$ cat src/rtl/apple_iie_timing_generator_pkg.sv
// Purpose: shared tick indices, field widths and phase decode for the timing generator and MMU.
// Latency: pure definitions; decode_tick is combinational.
// Backpressure: none.
// Contents: localparams for tick edges and blanking limits, strobes_t bundle, decode_tick().
package apple_iie_timing_generator_pkg;

    localparam int TICK_W = 5;
    localparam int H_W    = 7;
    localparam int V_W    = 9;

    // Tick indices, measured from the start of each half cycle (phi1 at t0, phi0 at t7).
    localparam logic [TICK_W-1:0] PHI0_START = 5'd7;
    localparam logic [TICK_W-1:0] Q3_TICKS   = 5'd4;
    localparam logic [TICK_W-1:0] RAS_FALL   = 5'd2;
    localparam logic [TICK_W-1:0] AX_FALL    = 5'd4;
    localparam logic [TICK_W-1:0] CAS_FALL   = 5'd4;

    localparam logic [H_W-1:0] HBLANK_END   = 7'd25;
    localparam logic [V_W-1:0] VBLANK_START = 9'd192;

    typedef struct packed {
        logic phi0;
        logic q3;
        logic pras_n;
        logic pcas_n;
        logic ax;
    } strobes_t;

    // Both halves share one strobe shape; the long-cycle stretch simply keeps
    // the phi0 half in its "CAS low" region for two extra ticks.
    function automatic strobes_t decode_tick(input logic [TICK_W-1:0] t);
        strobes_t          s;
        logic [TICK_W-1:0] ht;
        s.phi0   = (t >= PHI0_START);
        ht       = s.phi0 ? (t - PHI0_START) : t;
        s.q3     = (ht < Q3_TICKS);
        s.pras_n = (ht < RAS_FALL);
        s.ax     = (ht < AX_FALL);
        s.pcas_n = (ht < CAS_FALL);
        return s;
    endfunction

endpackage

$ cat src/rtl/apple_iie_timing_generator_scan_counter.sv
// Purpose: horizontal/vertical scan counters with wrap and blanking flags.
// Latency: counters and flags registered; next-line/next-frame flags are combinational from next state.
// Backpressure: none; advances one CPU cycle whenever adv_i is high.
// Ports: clk_i, reset_i (sync, active high), adv_i (cycle-end strobe), last_cycle_o (hcount is the long
//        cycle), line_zero_d_o/frame_zero_d_o (next state is hcount 0 / hcount 0 + vcount 0),
//        hcount_o, vcount_o, hblank_o, vblank_o.
module apple_iie_scan_counter
    import apple_iie_timing_generator_pkg::*;
#(
    parameter int CYCLES_PER_LINE = 65,
    parameter int LINES_PER_FRAME = 262
) (
    input  logic           clk_i,
    input  logic           reset_i,
    input  logic           adv_i,
    output logic           last_cycle_o,
    output logic           line_zero_d_o,
    output logic           frame_zero_d_o,
    output logic [H_W-1:0] hcount_o,
    output logic [V_W-1:0] vcount_o,
    output logic           hblank_o,
    output logic           vblank_o
);

    localparam logic [H_W-1:0] H_LAST = H_W'(CYCLES_PER_LINE - 1);
    localparam logic [V_W-1:0] V_LAST = V_W'(LINES_PER_FRAME - 1);

    logic [H_W-1:0] hcount_q, hcount_d;
    logic [V_W-1:0] vcount_q, vcount_d;
    logic           hblank_q, vblank_q;

    always_comb begin
        hcount_d = hcount_q;
        vcount_d = vcount_q;
        if (adv_i) begin
            if (hcount_q == H_LAST) begin
                hcount_d = '0;
                vcount_d = (vcount_q == V_LAST) ? '0 : vcount_q + V_W'(1);
            end else begin
                hcount_d = hcount_q + H_W'(1);
            end
        end
    end

    // Blank flags come from next state so they change on tick 0 of the cycle, with hcount.
    always_ff @(posedge clk_i) begin
        if (reset_i) begin
            hcount_q <= '0;
            vcount_q <= '0;
            hblank_q <= 1'b1;
            vblank_q <= 1'b0;
        end else begin
            hcount_q <= hcount_d;
            vcount_q <= vcount_d;
            hblank_q <= (hcount_d < HBLANK_END);
            vblank_q <= (vcount_d >= VBLANK_START);
        end
    end

    assign last_cycle_o   = (hcount_q == H_LAST);
    assign line_zero_d_o  = (hcount_d == '0);
    assign frame_zero_d_o = (hcount_d == '0) && (vcount_d == '0);
    assign hcount_o       = hcount_q;
    assign vcount_o       = vcount_q;
    assign hblank_o       = hblank_q;
    assign vblank_o       = vblank_q;

endmodule

$ cat src/rtl/apple_iie_timing_generator.sv
// Purpose: master tick sequencer: 14M -> CPU phases, DRAM RAS/CAS/AX, colour clock, scan counters.
// Latency: every output registered from next state, so it tracks the tick counter with zero lag.
// Backpressure: none; free running off clk_14m, only reset interrupts it.
// Ports: clk_14m, reset (sync, active high); clk_phi_0/clk_phi_1/clk_q3/clk_7m/clk_color clocks;
//        pras_n/pcas_n/ax DRAM controls; video_slot; hcount/vcount/hblank/vblank; line_start/frame_start.
module apple_iie_timing_generator
    import apple_iie_timing_generator_pkg::*;
#(
    parameter int CYCLE_TICKS     = 14,
    parameter int LONG_EXTRA      = 2,
    parameter int CYCLES_PER_LINE = 65,
    parameter int LINES_PER_FRAME = 262
) (
    input  logic           clk_14m,
    input  logic           reset,
    output logic           clk_phi_0,
    output logic           clk_phi_1,
    output logic           clk_q3,
    output logic           clk_7m,
    output logic           clk_color,
    output logic           pras_n,
    output logic           pcas_n,
    output logic           ax,
    output logic           video_slot,
    output logic [H_W-1:0] hcount,
    output logic [V_W-1:0] vcount,
    output logic           hblank,
    output logic           vblank,
    output logic           line_start,
    output logic           frame_start
);

    localparam logic [TICK_W-1:0] T_LAST      = TICK_W'(CYCLE_TICKS - 1);
    localparam logic [TICK_W-1:0] T_LAST_LONG = TICK_W'(CYCLE_TICKS + LONG_EXTRA - 1);

    logic [TICK_W-1:0] t_q, t_d;
    logic [1:0]        div_q, div_d;
    logic              last_cycle, cyc_end, line_zero_d, frame_zero_d;
    strobes_t          strb_d, strb_q;
    logic              clk_7m_q, clk_color_q, line_start_q, frame_start_q;

    always_comb begin
        // The last cycle of each line runs LONG_EXTRA ticks longer, all inside phi0.
        cyc_end = (t_q == (last_cycle ? T_LAST_LONG : T_LAST));
        t_d     = cyc_end ? '0 : t_q + TICK_W'(1);
        // Colour divider ignores t entirely; 912-tick lines keep it line-locked.
        div_d   = div_q + 2'd1;
        strb_d  = decode_tick(t_d);
    end

    always_ff @(posedge clk_14m) begin
        if (reset) begin
            t_q           <= '0;
            div_q         <= '0;
            strb_q.phi0   <= 1'b0;
            strb_q.q3     <= 1'b1;
            strb_q.pras_n <= 1'b1;
            strb_q.pcas_n <= 1'b1;
            strb_q.ax     <= 1'b1;
            clk_7m_q      <= 1'b0;
            clk_color_q   <= 1'b0;
            line_start_q  <= 1'b1;
            frame_start_q <= 1'b1;
        end else begin
            t_q           <= t_d;
            div_q         <= div_d;
            strb_q        <= strb_d;
            clk_7m_q      <= div_d[0];
            clk_color_q   <= div_d[1];
            line_start_q  <= (t_d == '0) && line_zero_d;
            frame_start_q <= (t_d == '0) && frame_zero_d;
        end
    end

    apple_iie_scan_counter #(
        .CYCLES_PER_LINE (CYCLES_PER_LINE),
        .LINES_PER_FRAME (LINES_PER_FRAME)
    ) u_scan (
        .clk_i          (clk_14m),
        .reset_i        (reset),
        .adv_i          (cyc_end),
        .last_cycle_o   (last_cycle),
        .line_zero_d_o  (line_zero_d),
        .frame_zero_d_o (frame_zero_d),
        .hcount_o       (hcount),
        .vcount_o       (vcount),
        .hblank_o       (hblank),
        .vblank_o       (vblank)
    );

    assign clk_phi_0   = strb_q.phi0;
    assign clk_phi_1   = ~strb_q.phi0;
    assign video_slot  = ~strb_q.phi0;
    assign clk_q3      = strb_q.q3;
    assign pras_n      = strb_q.pras_n;
    assign pcas_n      = strb_q.pcas_n;
    assign ax          = strb_q.ax;
    assign clk_7m      = clk_7m_q;
    assign clk_color   = clk_color_q;
    assign line_start  = line_start_q;
    assign frame_start = frame_start_q;

endmodule

$ cat config.mk
export PLATFORM = sky130hd
export DESIGN_NAME = apple_iie_timing_generator
export DESIGN_NICKNAME = d
export VERILOG_FILES = /design/src/rtl/apple_iie_timing_generator_pkg.sv /design/src/rtl/apple_iie_timing_generator_scan_counter.sv /design/src/rtl/apple_iie_timing_generator.sv
export SDC_FILE = /design/constraint.sdc
export NUM_CORES = 1
export LEC_CHECK = 0
export ABC_AREA = 1
export BUFFER_PORTS_ARGS = -buffer_cell sky130_fd_sc_hd__buf_2
export CAP_MARGIN = 10
export CORE_MARGIN = 2
export CORE_UTILIZATION = 28
export CTS_CLUSTER_DIAMETER = 30
export CTS_CLUSTER_SIZE = 16
export DETAILED_ROUTE_END_ITERATION = 10
export SETUP_SLACK_MARGIN = 0.3
export SLEW_MARGIN = 25
export SYNTH_ARGS = -nofsm -noshare
export SYNTH_HDL_FRONTEND = slang
export SYNTH_SLANG_ARGS = --single-unit
$ cat constraint.sdc
create_clock -name clk_14m -period 2.6 [get_ports clk_14m]
set_input_delay 0.13 -clock clk_14m [delete_from_list [all_inputs] [get_ports clk_14m]]
set_output_delay 0.13 -clock clk_14m [all_outputs]
set_load 0.02 [all_outputs]
==> results.cfg, run 1 <==
[power_and_ir_drop]
p_sw_mw = 0.266
seqPwrFrac_pct = 49.0
p_int_mw = 0.730
ir_drop_v = 0.000197
p_leak_nw = 1.08
p_per_area_nw_per_um2 = 466
power_frac_comb_pct = 11.5
power.share.clock_pct = 39.5
switching_share_pct = 26.7

[clock_tree]
clk_pin_slew_ns = 0.07
cts_buffer_depth = 2
htree_num_levels = 2
hold_buffers = 0
cts_sinks = 30
cts_tree = yes
root_buffer = clkbuf_8
insertion_delay_ns = 0.28
cts_inserted_buffers = 5

[synthesis]
synth_top_cell_by_area = dfxtp_1
syn_avg_cell_area_um2 = 6.50
syn_nets = 293
ys_seq_area_share_pct = 32.5
syn_inst = 284
syn_area_um2 = 1850
yosysWarningCount = 0
yosysTopAreaCellShare_pct = 32.5
synth_area_leaders = dfxtp_1 (33%), nand2_1 (19%), nor2_1 (8.5%)
ys_seq_elements = 30
synth.distinct_cells = 29

[setup_path]
crit_fanout = 9
end_kind = flip-flop
arrival_ns = 2.32
cp.required_ns = 2.77
worst-r2r-cell-count = 16
worst-setup-path-type = reg2reg
crit_path_start_kind = flip-flop

[floorplanning]
die_x_um = 85.2
fp.dieArea_um2 = 7260
die_y_um = 85.2
num_rows = 29
start_util_pct = 29.1
core_area_um2 = 6350
design.portCount = 31

[detailed_routing]
detailedRoute.firstIterationViolations = 105
wirelength_mm = 4.30
ant_nets = 0
vias_per_cell = 4.51
routed-via-count = 1759
firstDrtPassIters = 4
drt-wirelength-per-cell_um = 11.0
route.detailed.drc = 0

[layout]
areaGrowthSynthToFinish_pct = 15.8
layout_common_cells = nand2_1 (89), nor2_1 (41), inv_1 (30), buf_2 (30), dfxtp_1 (29)
antenna_cells = 0
finalNonFillerCells = 390
drive_gt1_share_pct = 18.2
final_common_cell = nand2_1
nNetsFinal = 321

[status]
outcome = completed

[grt]
grt_max_degree = 27
top_usage_layer = met2
overflow = 0
use_met1_pct = 15.5
grt_pass1_vias = 1619
grt_util_all_layers_pct = 12.2
antenna_found_initial = 0
grt_first_pass_wirelength_mm = 7.19
use_met2_pct = 20.0
use_met3_pct = 3.21

[timing]
rsz0062_at_grt = false
worst_clock_skew_ns = 0.00540
whs_ns = 0.287
hold_viol_final = 0
tightest_slew_ns = 0.486
setup_ws_ns = 0.457
clock.fmax_ghz = 0.467
maxSlewViolCount = 0
relSlewSlack_pct = 67.6
post-route-period-util_pct = 82.4
tns_ns = 0
period_needed_ns = 2.14
setup_violations = 0

[hold_path]
worst_hold_path_type = in2reg
whs_path_depth = 2

[placed_design]
portBuffers = 30
gp_congestion = 0.839
hpwl_mm = 3.21
post-place-cells = 382
dp_worst_setup_slack_ns = 0.417

[flow_run]
cap_violations = 0
## cells by family after synthesis
logic type               after synthesis  synth area share [%]
AO/OA/AOI/OAI                         17                  5.08
XOR/XNOR                               9                  4.27
adder cells (fa/ha/maj)                7                  4.75
buffers and inverters                 42                  10.0
flip-flops                            30                  32.5
AND/OR/NAND/NOR                      179                  43.3
## flip-flops by register name (all words and copies together), names as in the netlist
name,count
pras_n,1
u_scan.hcount_o,7
u_scan.vblank_o,1
u_scan.hblank_o,1
frame_start,1
ax,1
div_q,2
u_scan.vcount_o,9
t_q,5
line_start,1
clk_phi_0,1
## layout make-up
type	count	area, um^2
Fill cell	692	4210
Multi-Input combinational cell	212	1070
Sequential cell	30	602
Timing Repair Buffer	31	158
Inverter	32	120
Tap cell	77	96.3
Clock buffer	7	86.3
Clock inverter	1	5.00
## per-layer routing
metal,routed length (um),share of wire [%]
met4,24,0.56
met3,247,5.7
met2,2070,48
met1,1960,46
met5,0,0
## synth_stat cells
library cell and n:
nand2_1 92, nor2_1 42, dfxtp_1 30, inv_1 30
nand3_1 23, ha_1 7, nand4_1 7, o21ai_1 7
xor2_1 6, a21oi_1 5, clkbuf_1 4, buf_4 3
nor2_4 3, xnor2_1 3, a21boi_1 2, buf_6 2
nand2_2 2, nand3_4 2, nor2_2 2, nor3_1 2
o21ai_0 2, and3_1 1, clkbuf_2 1, clkinv_1 1
inv_2 1, nand2_4 1, nor3_2 1, o21ai_2 1
or2_2 1
## timing repair
| action | in CTS | in global routing |
|---|---|---|
| endpoints found under the hold margin | 0 | 0 |
| endpoints found under the setup margin | 0 | 2 |
| buffers inserted | 0 | 0 |
| gates resized for setup | 0 | 4 |
## per-stage QoR
step           utilization (%)  total power [mW]  cell area (um^2)
6_report                  33.7             0.996              2140
5_1_grt                   33.7              1.05              2140
4_1_cts                   33.5              1.01              2130
3_5_place_dp              32.1             0.611              2040
3_3_place_gp              32.1             0.612              2040
2_1_floorplan                -             0.589              1850
## critical path, cell delays in order, from the launching register on
cell and delay [ns]:
dfxtp_2 0.35, inv_1 0.10, ha_1 0.17, nand2_2 0.08, inv_2 0.08, nand3_4 0.13, nand2_4 0.11, nand3_4 0.07
nand2_2 0.10, inv_1 0.05, ha_1 0.21, nand3_1 0.13, nand2_2 0.10, nor3_1 0.18, nor2_1 0.06, nand3_1 0.07
nand2_1 0.04
## final timing paths
check	startpoint	end	slack, ns
max	u_scan.hcount_o[0]$_SDFF_PP0_	pras_n$_SDFF_PP1_	0.46
min	reset	t_q[0]$_SDFF_PP0_	0.29
max reg2reg	u_scan.hcount_o[0]$_SDFF_PP0_	pras_n$_SDFF_PP1_	0.46
min reg2reg	div_q[0]$_SDFF_PP0_	div_q[0]$_SDFF_PP0_	0.47
## power groups by stage
stage | logic, mW | clock network (mW) | registers, mW
4_1_cts | 0.114 | 0.406 | 0.489
6_report | 0.114 | 0.393 | 0.488
2_1_floorplan | 0.0774 | 0 | 0.512
5_1_grt | 0.127 | 0.432 | 0.490
3_5_place_dp | 0.113 | 0 | 0.498
3_3_place_gp | 0.114 | 0 | 0.498
Note: power is estimated with default switching activity, not from simulation.
==> run 2: changes to the inputs <==
==> constraint.sdc (replaced) <==
create_clock -name clk_14m -period 2.1 [get_ports clk_14m]
set_input_delay 0.105 -clock clk_14m [delete_from_list [all_inputs] [get_ports clk_14m]]
set_output_delay 0.105 -clock clk_14m [all_outputs]
set_load 0.02 [all_outputs]
==> run 2 against run 1 <==
Clock skew decreased by 0.0018 ns. Sequential power increased by 23%. Cell area increased by 18%. Critical path type unchanged. Sequential cell count unchanged. Combinational power increased by 65%. Hold slack got worse by 0.026 ns. Critical endpoint unchanged. Maximum frequency increased by 14%.
==> results.cfg, run 2 (synthesized netlist as in run 1, its figures left out) <==
[layout]
fillerInstances = 649
areaGrowthSynthToFinish_pct = 36.1
largest_reg_flops = 9
nNetsFinal = 344
layout_common_cells = nand2_1 (78), nor2_1 (36), buf_2 (30)
finalNonFillerCells = 413
drive_gt1_share_pct = 32.7
antenna_cells = 0
final_common_cell = nand2_1

[timing]
rsz0062_at_grt = true
maxSlewViolCount = 0
hold_viol_final = 0
period_needed_ns = 1.88
relSlewSlack_pct = 66.6
setup_violations = 0
tightest_slew_ns = 0.501
tns_ns = 0
clock.fmax_ghz = 0.532
worst_clock_skew_ns = 0.00360
post-route-period-util_pct = 89.5

[setup_path]
crit_path_start_kind = flip-flop
max_stage_delay_ns = 0.35
end_kind = flip-flop
cp_cell_sequence = inv_4 -> ha_4 -> nand2_4 -> inv_4 -> nand4_1 -> nand3_4 -> nand2_4 -> inv_2 -> ha_4 -> nand3_4 -> nand2_4 -> nand2_4 -> nand2_2 -> nand2_2 -> nor2_2 -> nand3_1 -> nand2_1
cpMostUsedCell = nand2_4
timing.rr.start = u_scan.hcount_o[0]$_SDFF_PP0_
cp.required_ns = 2.32
crit_start = u_scan.hcount_o[0]$_SDFF_PP0_
worst-setup-path-type = reg2reg
crit_fanout = 5
arrival_ns = 2.10
slowest_stage = dfxtp_4

[power_and_ir_drop]
power.share.clock_pct = 41.4
switching_share_pct = 26.2
p_leak_nw = 1.26
p_int_mw = 0.989
ir_drop_v = 0.000254
power_frac_comb_pct = 14.0
p_per_area_nw_per_um2 = 533
p_sw_mw = 0.351
seqPwrFrac_pct = 44.6

[status]
outcome = completed

[floorplanning]
core_area_um2 = 6350
design.portCount = 31
num_rows = 29
start_util_pct = 29.1
die_y_um = 85.2
fp.dieArea_um2 = 7260
die_x_um = 85.2

[grt]
antenna_found_initial = 0
grt_pass1_vias = 1796
grt_max_degree = 27
overflow = 0
grt_first_pass_wirelength_mm = 7.93
grt_util_all_layers_pct = 13.4

[detailed_routing]
detailedRoute.firstIterationViolations = 91
firstDrtPassIters = 4
ant_nets = 0
drt-wirelength-per-cell_um = 11.7
vias_per_cell = 4.62
wirelength_mm = 4.82
routed-via-count = 1908
route.detailed.drc = 0

[placed_design]
post-place-cells = 388
portBuffers = 30
hpwl_mm = 3.46
gp_congestion = 0.871

[clock_tree]
cts_buffer_depth = 2
clk_pin_slew_ns = 0.07
cts_inserted_buffers = 5
insertion_delay_ns = 0.28
cts_tree = yes
htree_num_levels = 2
root_buffer = clkbuf_8
hold_buffers = 0
cts_sinks = 30

[hold_path]
worst_hold_path_type = in2reg
hold_start = reset

[flow_run]
cap_violations = 0
[run 2: cell count changes in the layout (fill, tap and decap cells not counted), sizes merged]
cell,before,now
clkbuf,7,8
clkinv,2,1
buf,31,53
nor2,47,48
[run 2: power by group through the flow]
stage / Sequential (mW) / Clock, mW / Combinational, mW
final: 0.598 / 0.554 / 0.188
after global routing: 0.600 / 0.588 / 0.206
after CTS: 0.598 / 0.565 / 0.183
after detailed placement: 0.611 / 0 / 0.164
after global placement: 0.611 / 0 / 0.163
after floorplan: 0.631 / 0 / 0.107
[run 2: path summary, 6_finish.rpt]
kind,cells past startpoint,slack (ns),end
max,17,0.22,pras_n$_SDFF_PP1_
min,2,0.26,t_q[0]$_SDFF_PP0_
min reg2reg,1,0.45,div_q[0]$_SDFF_PP0_
max reg2reg,17,0.22,pras_n$_SDFF_PP1_
[run 2: area by class of cell]
type / count / area, um^2 / area share, %
well taps: 77 / 96.3 / 3.83
repair buffers: 53 / 327 / 13.0
inverters: 32 / 128 / 5.08
flip-flops and latches: 30 / 608 / 24.2
multi-input cells: 213 / 1240 / 49.5
clock buffers: 8 / 110 / 4.38
[run 2: routing by layer]
layer	part of all wire, %	track usage (%)
met4	0.79	4.91
met2	50	22.2
met1	45	16.6
met3	4.6	3.70
met5	0	0
[run 2: repair_timing]
item	in CTS	in global routing
gates resized for setup	15	20
pin swaps	14	19
buffers inserted	11	5
cloned	1	0
endpoints found under the setup margin	7	7
[run 2: critical path: cells and delay by family (launching register included)]
kind,cells,cell delay [ns]
simple gates,12,1.02
flops,1,0.35
fa+ha+maj,2,0.27
buf+inv,3,0.18
[run 2: stage by stage]
| step | area (um^2) | hold slack, ns | setup slack, ns | utilization, % | total power, mW |
|---|---|---|---|---|---|
| after global routing | 2510 | 0.276 | 0.0941 | 39.6 | 1.39 |
| final | 2510 | 0.261 | 0.221 | 39.6 | 1.34 |
| after floorplan | 1910 | 0.395 | 0.0928 | - | 0.738 |
| after CTS | 2400 | 0.258 | 0.209 | 37.8 | 1.35 |
| after global placement | 2140 | 0.436 | 0.132 | 33.7 | 0.774 |
| after detailed placement | 2140 | 0.446 | 0.0792 | 33.7 | 0.774 |
